## src/rtl/seg7_scan_display.sv

```systemverilog
// Seven-segment display controller: static parallel buses plus a common-anode
// multiplexed scan, with frame-synchronous loading, leading-zero blanking and blink.
module seg7_scan_display #(
    parameter int DIGITS       = 4,
    parameter int SCAN_DIV     = 50000,
    parameter int BLINK_FRAMES = 64
) (
    input  logic                  clk,
    input  logic                  reset_n,
    input  logic [4*DIGITS-1:0]   value,
    input  logic [DIGITS-1:0]     dp_in,
    input  logic [DIGITS-1:0]     blink_in,
    input  logic                  load,
    input  logic                  blank_lz,
    output logic                  pending,
    output logic                  frame,
    output logic [7*DIGITS-1:0]   seg_par,
    output logic [7:0]            seg,
    output logic [DIGITS-1:0]     dig_sel
);

    localparam int PRESC_W = $clog2(SCAN_DIV);
    localparam int IDX_W   = (DIGITS > 1) ? $clog2(DIGITS) : 1;
    localparam int FCNT_W  = (BLINK_FRAMES > 1) ? $clog2(BLINK_FRAMES) : 1;

    function automatic logic [6:0] glyph(input logic [3:0] n);
        case (n)
            4'h0: glyph = 7'h40;
            4'h1: glyph = 7'h79;
            4'h2: glyph = 7'h24;
            4'h3: glyph = 7'h30;
            4'h4: glyph = 7'h19;
            4'h5: glyph = 7'h12;
            4'h6: glyph = 7'h02;
            4'h7: glyph = 7'h78;
            4'h8: glyph = 7'h00;
            4'h9: glyph = 7'h10;
            4'hA: glyph = 7'h08;
            4'hB: glyph = 7'h03;
            4'hC: glyph = 7'h46;
            4'hD: glyph = 7'h21;
            4'hE: glyph = 7'h06;
            default: glyph = 7'h0E;
        endcase
    endfunction

    logic [4*DIGITS-1:0] pend_val_q, pend_val_d, disp_val_q, disp_val_d;
    logic [DIGITS-1:0]   pend_dp_q, pend_dp_d, disp_dp_q, disp_dp_d;
    logic [DIGITS-1:0]   pend_bl_q, pend_bl_d, disp_bl_q, disp_bl_d;
    logic                pending_q, pending_d;
    logic [PRESC_W-1:0]  presc_q, presc_d;
    logic [IDX_W-1:0]    idx_q, idx_d;
    logic [FCNT_W-1:0]   fcnt_q, fcnt_d;
    logic                phase_q, phase_d;
    logic                frame_q, frame_d;
    logic [7*DIGITS-1:0] seg_par_q, seg_par_d;
    logic [7:0]          seg_q, seg_d;
    logic [DIGITS-1:0]   dig_sel_q, dig_sel_d;

    logic tick, last_idx, boundary;
    logic [DIGITS-1:0] blank;
    logic              upper_zero;

    assign tick     = (presc_q == PRESC_W'(SCAN_DIV - 1));
    assign last_idx = (idx_q == IDX_W'(DIGITS - 1));
    assign boundary = tick && last_idx;

    always_comb begin
        presc_d    = tick ? '0 : presc_q + PRESC_W'(1);
        idx_d      = idx_q;
        fcnt_d     = fcnt_q;
        phase_d    = phase_q;
        pend_val_d = pend_val_q;
        pend_dp_d  = pend_dp_q;
        pend_bl_d  = pend_bl_q;
        pending_d  = pending_q;
        disp_val_d = disp_val_q;
        disp_dp_d  = disp_dp_q;
        disp_bl_d  = disp_bl_q;

        if (tick) begin
            idx_d = last_idx ? '0 : idx_q + IDX_W'(1);
        end

        if (load) begin
            pend_val_d = value;
            pend_dp_d  = dp_in;
            pend_bl_d  = blink_in;
            pending_d  = 1'b1;
        end

        // A load landing on the boundary bypasses the pending set entirely.
        if (boundary) begin
            if (load) begin
                disp_val_d = value;
                disp_dp_d  = dp_in;
                disp_bl_d  = blink_in;
                pending_d  = 1'b0;
            end else if (pending_q) begin
                disp_val_d = pend_val_q;
                disp_dp_d  = pend_dp_q;
                disp_bl_d  = pend_bl_q;
                pending_d  = 1'b0;
            end

            if (fcnt_q == FCNT_W'(BLINK_FRAMES - 1)) begin
                fcnt_d  = '0;
                phase_d = ~phase_q;
            end else begin
                fcnt_d = fcnt_q + FCNT_W'(1);
            end
        end
    end

    always_comb begin
        blank      = '0;
        upper_zero = 1'b1;
        for (int k = DIGITS - 1; k >= 0; k--) begin
            upper_zero = upper_zero && (disp_val_q[4*k +: 4] == 4'h0);
            blank[k]   = (blank_lz && (k != 0) && upper_zero) || (phase_q && disp_bl_q[k]);
        end
    end

    always_comb begin
        seg_par_d = '1;
        seg_d     = 8'hFF;
        dig_sel_d = '1;
        frame_d   = boundary;
        for (int k = 0; k < DIGITS; k++) begin
            seg_par_d[7*k +: 7] = blank[k] ? 7'h7F : glyph(disp_val_q[4*k +: 4]);
            dig_sel_d[k]        = (idx_q != IDX_W'(k));
            if (idx_q == IDX_W'(k)) begin
                seg_d = blank[k] ? 8'hFF : {~disp_dp_q[k], glyph(disp_val_q[4*k +: 4])};
            end
        end
    end

    always_ff @(posedge clk or negedge reset_n) begin
        if (!reset_n) begin
            pend_val_q <= '0;
            pend_dp_q  <= '0;
            pend_bl_q  <= '0;
            pending_q  <= 1'b0;
            disp_val_q <= '0;
            disp_dp_q  <= '0;
            disp_bl_q  <= '0;
            presc_q    <= '0;
            idx_q      <= '0;
            fcnt_q     <= '0;
            phase_q    <= 1'b0;
            frame_q    <= 1'b0;
            seg_par_q  <= '1;
            seg_q      <= 8'hFF;
            dig_sel_q  <= '1;
        end else begin
            pend_val_q <= pend_val_d;
            pend_dp_q  <= pend_dp_d;
            pend_bl_q  <= pend_bl_d;
            pending_q  <= pending_d;
            disp_val_q <= disp_val_d;
            disp_dp_q  <= disp_dp_d;
            disp_bl_q  <= disp_bl_d;
            presc_q    <= presc_d;
            idx_q      <= idx_d;
            fcnt_q     <= fcnt_d;
            phase_q    <= phase_d;
            frame_q    <= frame_d;
            seg_par_q  <= seg_par_d;
            seg_q      <= seg_d;
            dig_sel_q  <= dig_sel_d;
        end
    end

    assign pending = pending_q;
    assign frame   = frame_q;
    assign seg_par = seg_par_q;
    assign seg     = seg_q;
    assign dig_sel = dig_sel_q;

endmodule

```

## config.mk

```make
export PLATFORM = sky130hd
export DESIGN_NAME = seg7_scan_display
export DESIGN_NICKNAME = d
export VERILOG_FILES = /design/src/rtl/seg7_scan_display.sv
export SDC_FILE = /design/constraint.sdc
export NUM_CORES = 1
export LEC_CHECK = 0
export ABC_AREA = 1
export CAP_MARGIN = 10
export CORE_ASPECT_RATIO = 1.4
export CORE_MARGIN = 1.5
export CORE_UTILIZATION = 55
export CTS_CLUSTER_SIZE = 16
export DETAILED_ROUTE_END_ITERATION = 10
export PLACE_DENSITY = 0.79
export SYNTH_ARGS = -nofsm -noshare
export SYNTH_HDL_FRONTEND = slang
export SYNTH_SLANG_ARGS = --single-unit
```

## constraint.sdc

```tcl
create_clock -name clk -period 4.2 [get_ports clk]
set_clock_uncertainty 0.2 [all_clocks]
set_input_delay 0.63 -clock clk [delete_from_list [all_inputs] [get_ports clk]]
set_output_delay 0.63 -clock clk [all_outputs]
set_load 0.01 [all_outputs]
```

# == Word-level counts from Yosys, hierarchy flattened ==
# Memory sizes are Yosys's and may differ from the RTL's.
# Index checks and enable logic that the tools add are counted.
# totals
ff_bits,115
mem_bits_ro,896
in_bits,28
output_inout_bits,42
elab_cells,85
mem_count,8
# memory_table
name,depth,word_bits,read_ports,rd_ports_with_merged_regs,write_ports,line,text
(name not given),16,7,1,0,0,27,case (n)
(name not given),16,7,1,0,0,27,
(name not given),16,7,1,0,0,27,
(name not given),16,7,1,0,0,27,
(name not given),16,7,1,0,0,27,
(name not given),16,7,1,0,0,27,
2 more memories,--,--,--,--,--,--,
# classes
n_addsub,3
eq_ne,8
muxes,25
bitwise_logic,5
reduce_logical,21
# ops
op,count
$mux 8,8
$mux 16,3
$mux 7,4
$add 16x1->16 const B,1
$eq 16x16->1 const B,1
$mux 4,4
$logic_not 4->1,3
$logic_and 1x1->1,10
$add 6x1->6 const B,1
$eq 6x6->1 const B,1
$mux 6,1
$not 1->1,5
$eq 2x2->1 const B,2
$mux 1,4
$ne 2x2->1 const B,2
$reduce_and 2->1,2
$reduce_bool 2->1,2
$logic_or 1x1->1,3
$add 2x1->2 const B,1
$eq 2x1->1 const B,1
$logic_not 2->1,1
$mux 2,1
$ne 2x1->1 const B,1

# == Depth between registers and ports, before layout ==
# Gate-level depths: netlist of the first run.
# logic_depth
ltp_word,9
ltp_mapped,12
mapped_depth_nobuf,12

# == Worst setup path after synthesis of the first run ==
# No wires, ideal clock.
# synth_path
kind,in2reg
start,input load
end,register disp_val_q[10]
setup_time_ps,73
arrival_ps,1596
required_time_ps,3927
setup_slack_ps,2331
path_stages,7
path_buffers,3
cell_sequence,buf_2 -> or2_2 -> buf_2 -> nand2_4 -> buf_6 -> nor2_2 -> a21oi_2
# synth_between
elab_chain_cells,2
# synth_lines
item,line,text
"start, declared",13,"input logic load,"
$reduce_bool 2->1 (no source line),--,
$reduce_and 2->1 (no source line),--,
"end signal, assigned",160,disp_val_q <= disp_val_d;
"end, declared",47,"logic [4*DIGITS-1:0] pend_val_q, pend_val_d, disp_val_q, disp_val_d;"
# Several ways; a longest one is shown, not always the timed one.
# A chain may end at the register's enable or synchronous reset.

# == Worst setup path in the final report of the first run ==
# layout_path
start,register idx_q[0]
end,register disp_val_q[2]
# layout_between
elab_chain_cells,3
# layout_lines
item,line,text
"start, declared",52,"logic [IDX_W-1:0] idx_q, idx_d;"
"start signal, assigned",164,idx_q <= idx_d;
$eq 2x2->1,65,assign last_idx = (idx_q == IDX_W'(DIGITS - 1));
$logic_and 1x1->1,66,assign boundary = tick && last_idx;
$reduce_and 2->1 (no source line),--,
# No other way between the ends.

==> reports/results.ini, run 1 <==
[outcome]
status = completed

[timing]
setup_tns_ns = 0
fin_crit_sh_pct = 57.6
layout_min_cycle_time_ns = 2.42
setup_ws_ns = 1.78
setup_viol = 0
slew_violations = 0
tightest_slew_ns = 0.943
hold_viol_final = 0
rsz0062_at_grt = no
fmax_mhz = 414
whs_ns = 0.164
maxSlewHeadroom_pct = 37.1

[placed_design]
gp_congestion = 0.920
placed_cell_area_sq_mm = 0.00659
port_buffers = 69
dp_hpwl_um = 9980
place_ws_ns = 1.54

[global_routing]
grt_overflow = 0
grtUsageTotal_pct = 25.7
grt_pass1_wl_um = 22700
grt_max_degree = 75
antenna_found_initial = 0
grt_pass1_vias = 4871

[setup_path]
cp.required_ns = 4.27
critPathKind = reg -> reg
arrival_ns = 2.48
worstSetupEndpointType = flop
crit_path_start = idx_q[0]$_DFFE_PN0N_
crit_fanout = 40
r2r_cells = 6
r2r-start = idx_q[0]$_DFFE_PN0N_
start_kind = flop
rrSetupSlack_ns = 1.78
timing.rr.end = disp_val_q[2]$_DFFE_PN0P_

[clock_tree]
clock_path_buffers = 2
cts_root_buffer = clkbuf_16
postCtsSetupBuffers = 0
cts_inserted_buffers = 17
insertion_delay_ns = 0.40
postCtsHoldBufs = 0
path_clk_slew_ns = 0.05
cts_tree = yes
ctsResizeCount = 0
cts_num_sinks = 115
htreeDepth = 4

[final_layout]
finalNetCount = 813
nFillCells = 845
final_cell_area_sq_mm = 0.00718
syn2layout_area_growth_pct = 22.9
multi_input_area_sq_mm = 0.00253
drive_above_1_share_pct = 16.8
diodes = 0
regArea_sq_mm = 0.00293

[synthesis]
synthFlopType = dfrtp_1
synth.distinct_cells = 35
synth-edff-count = 0
ys_seq_elements = 115
synth_fp_nets = 744
synth_area_sq_mm = 0.00584
synth-async-reset-ratio_pct = 100
synth-xor-area-share_pct = 1.95
syn_inst = 688
synth_area_per_cell_sq_um = 8.49
synthAdderAreaFrac_pct = 6.00
synth_top_family_by_area = simple AND/OR/NAND/NOR gates
synthSimpleGateAreaFrac_pct = 29.0
synth_compound_area_share_pct = 6.36
ys_top_cells_by_count = nand2_1, dfrtp_1, inv_1
yosysTopAreaCellShare_pct = 32.1
yosys_warnings = 0
muxShareOfSynthArea_pct = 0
seq_area_frac_synth_pct = 50.1
synthTopCellsByArea = dfrtp_1, dfstp_2, nand2_1, ha_1, nand3_1
post-synth-top-count-cell = nand2_1
synth_area_leader_cell = dfrtp_1

[floorplanning]
core_region_area_sq_mm = 0.0103
num_rows = 44
die_w_um = 90.1
io-pin-count = 70
start_util_pct = 56.4
dieArea_sq_mm = 0.0113
die_h_um = 125

[detailed_routing]
dr.pass1.iters = 6
drt-initial-drc-count = 382
drc_errors = 0
drtAntennaViolNets = 0
vias_per_cell = 5.29
routed_wl_um = 13400
wire_per_inst_um = 14.8
vias = 4799

[pwr]
p_per_area_mw_per_mm2 = 361
totalPowerFinal_mw = 2.59
leakagePower_nw = 3.56
peakVddDrop_uv = 309

[run]
cap_violations = 0

[hold_path]
hold_path_class = in -> async

cell usage in the layout, fill, tap and decap left out, drive strengths merged:
cell type,instances
o211ai,5
o311ai,2
a21oi,33
nor3,4
nand2,227
clkinv,8
o21ai,15
o22ai,1
buf,4
clkdlybuf4s50,68
inv,67
clkbuf,22
dfstp,40
xor2,10
ha,28
clkinvlp,1
dfrtp,75
and3,1
a31oi,1
nand3b,3
or2,1
nand4,11
nor2,79
nor4,2
xnor2,3
nand3,59
stage by stage:
stage	utilization (%)	instances
3_3_place_gp	63.7	876
5_1_grt	69.3	908
6_report	69.3	908
3_5_place_dp	63.7	876
2_1_floorplan	-	688
4_1_cts	69.3	908
cell families (layout without fill, tap and decap cells):
kind of cell	count (synthesis)	after routing
xor+xnor	13	13
flops	115	115
simple gates	387	387
fa+ha+maj	28	28
compound gates	57	57
buf+inv	88	170
state kept, by name (all words and copies together), names as in the netlist:
signal / flops
pend_val_q: 16
pend_bl_q: 4
dig_sel: 4
disp_val_q: 16
pending: 1
pend_dp_q: 4
seg_par: 28
idx_q: 2
disp_bl_q: 4
phase_q: 1
seg: 8
frame: 1
presc_q: 16
disp_dp_q: 4
fcnt_q: 6
worst max-delay path, stage by stage (launching register included):
cell and delay, ns:
dfrtp_1 0.38, ha_1 0.40, inv_1 0.32, nor2_8 0.30, nand2_4 0.37, nor2_2 0.24, a21oi_2 0.05
cell type report:
class	count	share of cell area [%]
flip-flops and latches	115	40.8
multi-input cells	485	35.3
repair buffers	72	9.90
clock buffers	22	7.20
inverters	66	3.49
well taps	138	2.41
clock inverters	10	0.959
power by group:
| part | internal, mW | switching (mW) | total (mW) |
|---|---|---|---|
| registers | 1.13 | 0.00601 | 1.14 |
| clock network | 0.871 | 0.492 | 1.36 |
| logic | 0.0332 | 0.0535 | 0.0868 |
how the worst max path moves through the flow:
stage | endpoint | slack, ns
after global routing | disp_val_q[2]$_DFFE_PN0P_ | 1.56
after global placement | disp_dp_q[3]$_DFFE_PN0P_ | 1.63
after CTS | disp_val_q[2]$_DFFE_PN0P_ | 1.78
after detailed placement | disp_val_q[1]$_DFFE_PN0P_ | 1.54
final | disp_val_q[2]$_DFFE_PN0P_ | 1.78
after floorplan | disp_val_q[10]$_DFFE_PN0P_ | 2.33
metal layers:
metal | up-vias | part of all wire [%] | track usage (%)
met5 | - | 0 | 0
met3 | 54 | 5.1 | 6.14
met4 | 0 | 5.5 | 14.8
li1 | 2320 | - | -
met1 | 2247 | 39 | 29.2
met2 | 178 | 51 | 44.0
(Power assumes the default switching activity.)
==> run 2, diff against run 1 <==
Settings changed: CORE_UTILIZATION 55 to 51, PLACE_DENSITY 0.79 to 0.77.
Clock period 4.2 ns to 2.1 ns, I/O delays scaled along.
==> run 2 against run 1 <==
  * Utilization is 4.5 points lower
  * Sequential cell count is the same
  * Die area up 7.6%
  * Total power is 92% higher
  * Count of clock-buffer cells in the layout is 5 higher
  * Critical path type is now reg -> out
  * Largest power group unchanged
==> reports/results.ini, run 2 (same netlist as run 1, synthesis figures left out) <==
[detailed_routing]
drc_errors = 0  ; unchanged
routed_wl_um = 13800  ; +2.6%
drt-initial-drc-count = 261  ; -32%
vias = 4831  ; +0.67%
drtAntennaViolNets = 0  ; unchanged
dr.pass1.iters = 5  ; -1
vias_per_cell = 5.21  ; -1.4%
wire_per_inst_um = 14.9  ; +0.47%

[setup_path]
arrival_ns = 1.49  ; -0.99 ns
path_delay_family = flip-flops
crit_path_top_delay_cell = dfstp_2
slowest_delay_ns = 0.54  ; +0.14 ns
r2r-start = presc_q[0]$_DFF_PN0_
path_cells = clkdlybuf4s50_1
r2r_cells = 11  ; +5
critPathKind = reg -> out
crit_path_start = dig_sel[3]$_DFF_PN1_
timing.rr.end = disp_val_q[10]$_DFFE_PN0P_
crit_fanout = 1  ; -98%
rrSetupSlack_ns = 0.13  ; -1.65 ns
cp.depth = 1  ; -5
setup.worst_path.end = dig_sel[3]
start_kind = flop
worstSetupEndpointType = output pin
cp.required_ns = 1.58  ; -2.69 ns
crit_buf_inv = 1  ; unchanged

[pwr]
leakagePower_nw = 3.59  ; +1.0%
peakVddDrop_uv = 570  ; +84%
totalPowerFinal_mw = 4.98  ; +92%
p_per_area_mw_per_mm2 = 685  ; +90%

[global_routing]
grt_overflow = 0  ; unchanged
grtUsageTotal_pct = 25.1  ; -0.61 points
antenna_found_initial = 0  ; unchanged
grt_pass1_wl_um = 23000  ; +1.2%
grt_pass1_vias = 4793  ; -1.6%
grt_max_degree = 116  ; +55%

[final_layout]
regArea_sq_mm = 0.00293  ; about the same
drive_above_1_share_pct = 18.1  ; +1.4 points
diodes = 0  ; unchanged
layout_common_cells = nand2_1, dfrtp_1, clkdlybuf4s50_1
multi_input_area_sq_mm = 0.00255  ; +0.79%
stdcell_count = 927  ; +2.1%
final_cell_area_sq_mm = 0.00728  ; +1.4%
nFillCells = 946  ; +12%
syn2layout_area_growth_pct = 24.6
final_common_cell = nand2_1
finalNetCount = 826  ; +1.6%
largest_reg_flops = 28  ; unchanged

[floorplanning]
start_util_pct = 52.0  ; -4.4 points
dieArea_sq_mm = 0.0121  ; +7.6%
core_region_area_sq_mm = 0.0112  ; +8.4%
num_rows = 46  ; +4.5%
die_h_um = 130  ; +3.8%
die_w_um = 93.4  ; +3.7%
io-pin-count = 70  ; unchanged

[timing]
rsz0062_at_grt = yes
slew_violations = 0  ; unchanged
maxSlewHeadroom_pct = 46.7  ; +9.6 points
hold_viol_final = 0  ; unchanged
layout_min_cycle_time_ns = 2.00
setup_viol = 0  ; unchanged
tightest_slew_ns = 0.798  ; -0.145 ns
fin_crit_sh_pct = 95.4
fmax_mhz = 499

[clock_tree]
cts_tree = yes
cts_inserted_buffers = 17  ; unchanged
insertion_delay_ns = 0.41  ; about the same
cts_root_buffer = clkbuf_16
clock_path_buffers = 2  ; unchanged
path_clk_slew_ns = 0.05  ; about the same
cts_num_sinks = 115  ; unchanged
htreeDepth = 4  ; unchanged

[run]
cap_violations = 0  ; unchanged

[hold_path]
hold_path_class = in -> reg

[placed_design]
port_buffers = 69  ; unchanged
place_inst = 893  ; +1.9%
placed_cell_area_sq_mm = 0.00671  ; +1.7%
dp_hpwl_um = 10200  ; +2.1%
gp_congestion = 0.953  ; +3.5%

[outcome]
status = completed

## run 2: worst min-delay path by stage
stage | startpoint | endpoint | slack [ns] | depth (start not counted)
after global routing | blink_in[1] | pend_bl_q[1]$_DFFE_PN0P_ | 0.29 | 3
after detailed placement | reset_n | presc_q[1]$_DFF_PN0_ | 0.25 | 2
final | blink_in[1] | pend_bl_q[1]$_DFFE_PN0P_ | 0.27 | 3
after floorplan | reset_n | disp_bl_q[0]$_DFFE_PN0P_ | -0.18 | 0
after global placement | reset_n | presc_q[2]$_DFF_PN0_ | 0.24 | 2
after CTS | dp_in[2] | pend_dp_q[2]$_DFFE_PN0P_ | 0.26 | 3
## run 2: layout make-up
class	instances	share of cell area, %
Clock buffer	27	6.91
Tap cell	144	2.48
Multi-Input combinational cell	485	35.0
Clock inverter	5	0.378
Timing Repair Buffer	85	11.5
Sequential cell	115	40.3
Inverter	66	3.44
## run 2: tightest hold or removal path: cells and delay by family
kind / cells / cell delay (ns)
buf+inv: 1 / 0.39
simple gates: 2 / 0.12
## run 2: stage by stage
stage / worst slack (ns) / hold WS, ns / TNS [ns] / utilization (%)
floorplan: 0.348 / -0.181 / 0 / -
global placement: 0.128 / 0.241 / 0 / 59.8
detailed placement: 0.0209 / 0.248 / 0 / 59.8
CTS: 0.0786 / 0.259 / 0 / 64.6
global route: -0.0185 / 0.293 / -0.0185 / 64.8
finish: 0.0956 / 0.266 / 0 / 64.8
## run 2: routing by layer
layer | GRT usage, % | wire length [um]
met5 | 0 | 0
met1 | 28.6 | 5440
met2 | 44.1 | 7240
met4 | 13.5 | 514
met3 | 4.64 | 569
## run 2: what timing repair did
item                       in CTS  in global routing
resized for setup               0                 10
buffers inserted                0                  1
hold endpoints to repair       75                  0
hold buffers                    1                  0
setup endpoints to repair       0                 13
## run 2: power by group
| part | total (mW) | switching, mW | internal, mW | leakage (nW) |
|---|---|---|---|---|
| Clock | 2.53 | 0.911 | 1.62 | 0.261 |
| Combinational | 0.173 | 0.103 | 0.0704 | 2.01 |
| Sequential | 2.28 | 0.0125 | 2.26 | 1.32 |
==> run 3, diff against run 2 <==
Settings changed: CORE_MARGIN 1.5 to 2, CTS_CLUSTER_SIZE 16 to 20.
Clock period 2.1 ns to 1.8 ns, I/O delays scaled along.
==> run 3 against run 2 <==
  * The flow now finishes with violations (negative setup slack)
  * Design area is 12% higher
  * Via count is 6.5% higher
  * Sequential power is 16% higher
  * Routed wire length is 9.8% higher
  * Largest cell class unchanged
==> reports/results.ini, run 3 (same netlist as run 1, synthesis figures left out) <==
[setup_path]
timing.rr.end = disp_val_q[6]$_DFFE_PN0P_
path_cells = ha_2 -> nand2_2 -> nor2_4 -> inv_2 -> nor2_4 -> nand2_4 -> nor2_8 -> nand2_8 -> clkbuf_16 -> nor2_4 -> a21oi_2
cp.required_ns = 1.90  ; +0.32 ns
slowest_delay_ns = 0.36  ; -0.18 ns
critPathMostFrequentCell = nor2_4
critPathKind = reg -> reg
crit_path_top_delay_cell = dfrtp_1
rrSetupSlack_ns = -0.07  ; -0.20 ns
crit_fanout = 9  ; +8
r2r-start = presc_q[0]$_DFF_PN0_
arrival_ns = 1.97  ; +0.48 ns
worstSetupEndpointType = flop
start_kind = flop
r2r_cells = 11  ; unchanged

[global_routing]
grtUsageTotal_pct = 25.0  ; -0.038 points
grt_max_degree = 116  ; unchanged
grt_overflow = 0  ; unchanged
grt_pass1_vias = 4990  ; +4.1%
grt_pass1_wl_um = 23600  ; +2.7%
antenna_found_initial = 0  ; unchanged

[placed_design]
place_ws_ns = -0.0889  ; -0.110 ns
placed_cell_area_sq_mm = 0.00717  ; +7.0%
port_buffers = 69  ; unchanged
gp_congestion = 0.879  ; -7.7%
dp_hpwl_um = 10600  ; +3.9%

[final_layout]
finalNetCount = 897  ; +8.6%
drive_above_1_share_pct = 31.1  ; +13 points
syn2layout_area_growth_pct = 39.2
largest_reg_flops = 28  ; unchanged
diodes = 0  ; unchanged
layout_common_cells = nand2_1, buf_4, dfrtp_1
final_common_cell = nand2_1
final_cell_area_sq_mm = 0.00813  ; +12%

[floorplanning]
die_h_um = 131  ; +0.77%
die_w_um = 94.4  ; +1.1%
dieArea_sq_mm = 0.0123  ; +1.9%
start_util_pct = 52.0  ; unchanged
io-pin-count = 70  ; unchanged
num_rows = 46  ; unchanged
core_region_area_sq_mm = 0.0112  ; unchanged

[hold_path]
hold_path_class = in -> reg
holdPathEnd = pend_bl_q[1]$_DFFE_PN0P_
min_from = blink_in[1]
hold-path-cell-count = 3  ; unchanged

[timing]
hold_viol_final = 0  ; unchanged
maxSlewHeadroom_pct = 60.4  ; +14 points
tightest_slew_ns = 0.594  ; -0.204 ns
setup_ws_ns = -0.0713  ; -0.167 ns
fin_crit_sh_pct = 104
setup_viol = 25  ; +25
rsz0062_at_grt = yes
setup_tns_ns = -1.11  ; -1.11 ns
layout_min_cycle_time_ns = 1.87
whs_ns = 0.220  ; -0.0464 ns
fmax_mhz = 534
slew_violations = 0  ; unchanged

[clock_tree]
insertion_delay_ns = 0.42  ; about the same
clock_path_buffers = 2  ; unchanged
path_clk_slew_ns = 0.06  ; about the same
cts_root_buffer = clkbuf_16
cts_inserted_buffers = 17  ; unchanged
htreeDepth = 4  ; unchanged
cts_tree = yes
cts_num_sinks = 115  ; unchanged

[run]
cap_violations = 0  ; unchanged

[outcome]
violations = negative setup slack
status = finished with violations

[pwr]
p_per_area_mw_per_mm2 = 766  ; +12%
totalPowerFinal_mw = 6.22  ; +25%
peakVddDrop_uv = 648  ; +14%
leakagePower_nw = 4.09  ; +14%

[detailed_routing]
dr.pass1.iters = 4  ; -1
routed_wl_um = 15100  ; +9.8%
drt-initial-drc-count = 278  ; +6.5%
vias_per_cell = 5.16  ; -1.0%
vias = 5147  ; +6.5%
drtAntennaViolNets = 0  ; unchanged
wire_per_inst_um = 15.1  ; +2.0%
drc_errors = 0  ; unchanged

## run 3: changes by cell type in the layout (fill, tap and decap cells not counted), moves of 8 or more
| cell | previous run | this run |
|---|---|---|
| clkdlybuf4s50_1 | 68 | 27 |
| ha_1 | 27 | 19 |
| nand2_2 | 5 | 19 |
| dlygate4sd2_1 | 0 | 40 |
| nand2_1 | 220 | 204 |
| buf_4 | 14 | 78 |
## run 3: worst max-delay path, delay by kind of cell, from the launching register on
family                     cells  cell delay (ns)
adders and majority gates      1             0.19
DFF                            1             0.36
buffers and inverters          2             0.24
and+or+nand+nor                7             0.70
AOI/OAI and AO/OA              1             0.04
## run 3: stage by stage
step                      util, %  cells
final                        72.4    998
after global routing         72.4    998
after CTS                    69.4    986
after detailed placement     63.9    952
after global placement       63.9    952
after floorplan                 -    688
## run 3: worst max-delay path by stage
stage | slack [ns] | cells past startpoint | end | from
global route | -0.14 | 11 | disp_val_q[6]$_DFFE_PN0P_ | presc_q[1]$_DFF_PN0_
detailed placement | -0.09 | 11 | disp_val_q[15]$_DFFE_PN0P_ | presc_q[0]$_DFF_PN0_
floorplan | 0.05 | 11 | disp_val_q[10]$_DFFE_PN0P_ | presc_q[0]$_DFF_PN0_
CTS | -0.09 | 11 | disp_val_q[7]$_DFFE_PN0P_ | presc_q[0]$_DFF_PN0_
global placement | -0.04 | 11 | disp_val_q[12]$_DFFE_PN0P_ | presc_q[0]$_DFF_PN0_
finish | -0.07 | 11 | disp_val_q[6]$_DFFE_PN0P_ | presc_q[0]$_DFF_PN0_
## run 3: layout make-up
type / count / area (sq um)
clock buffers: 20 / 489
clock inverters: 12 / 115
fillers: 861 / 3100
inverters: 66 / 254
multi-input cells: 485 / 2770
flip-flops and latches: 115 / 2930
well taps: 144 / 180
repair buffers: 156 / 1390
## run 3: report_power, final
part           switching [mW]  internal, mW  leakage (nW)  total (mW)
sequential             0.0138          2.64          1.32        2.65
combinational           0.126        0.0866          2.48       0.213
clock                    1.24          2.11         0.298        3.36
## run 3: metal layers
layer | vias up | share of wire [%] | global-route usage, %
met3 | 32 | 3.5 | 5.16
met5 | - | 0 | 0
met1 | 2487 | 39 | 27.7
met2 | 135 | 54 | 46.1
met4 | 0 | 2.9 | 11.2
li1 | 2493 | - | -
## run 3: what timing repair did
action                                 in CTS  in global routing
cloned                                      0                  2
pin swaps                                   2                 24
setup endpoints to repair                  72                 53
resized for setup                          55                 63
setup buffers                               1                 10
endpoints found under the hold margin      75                  0
hold buffers                                1                  0
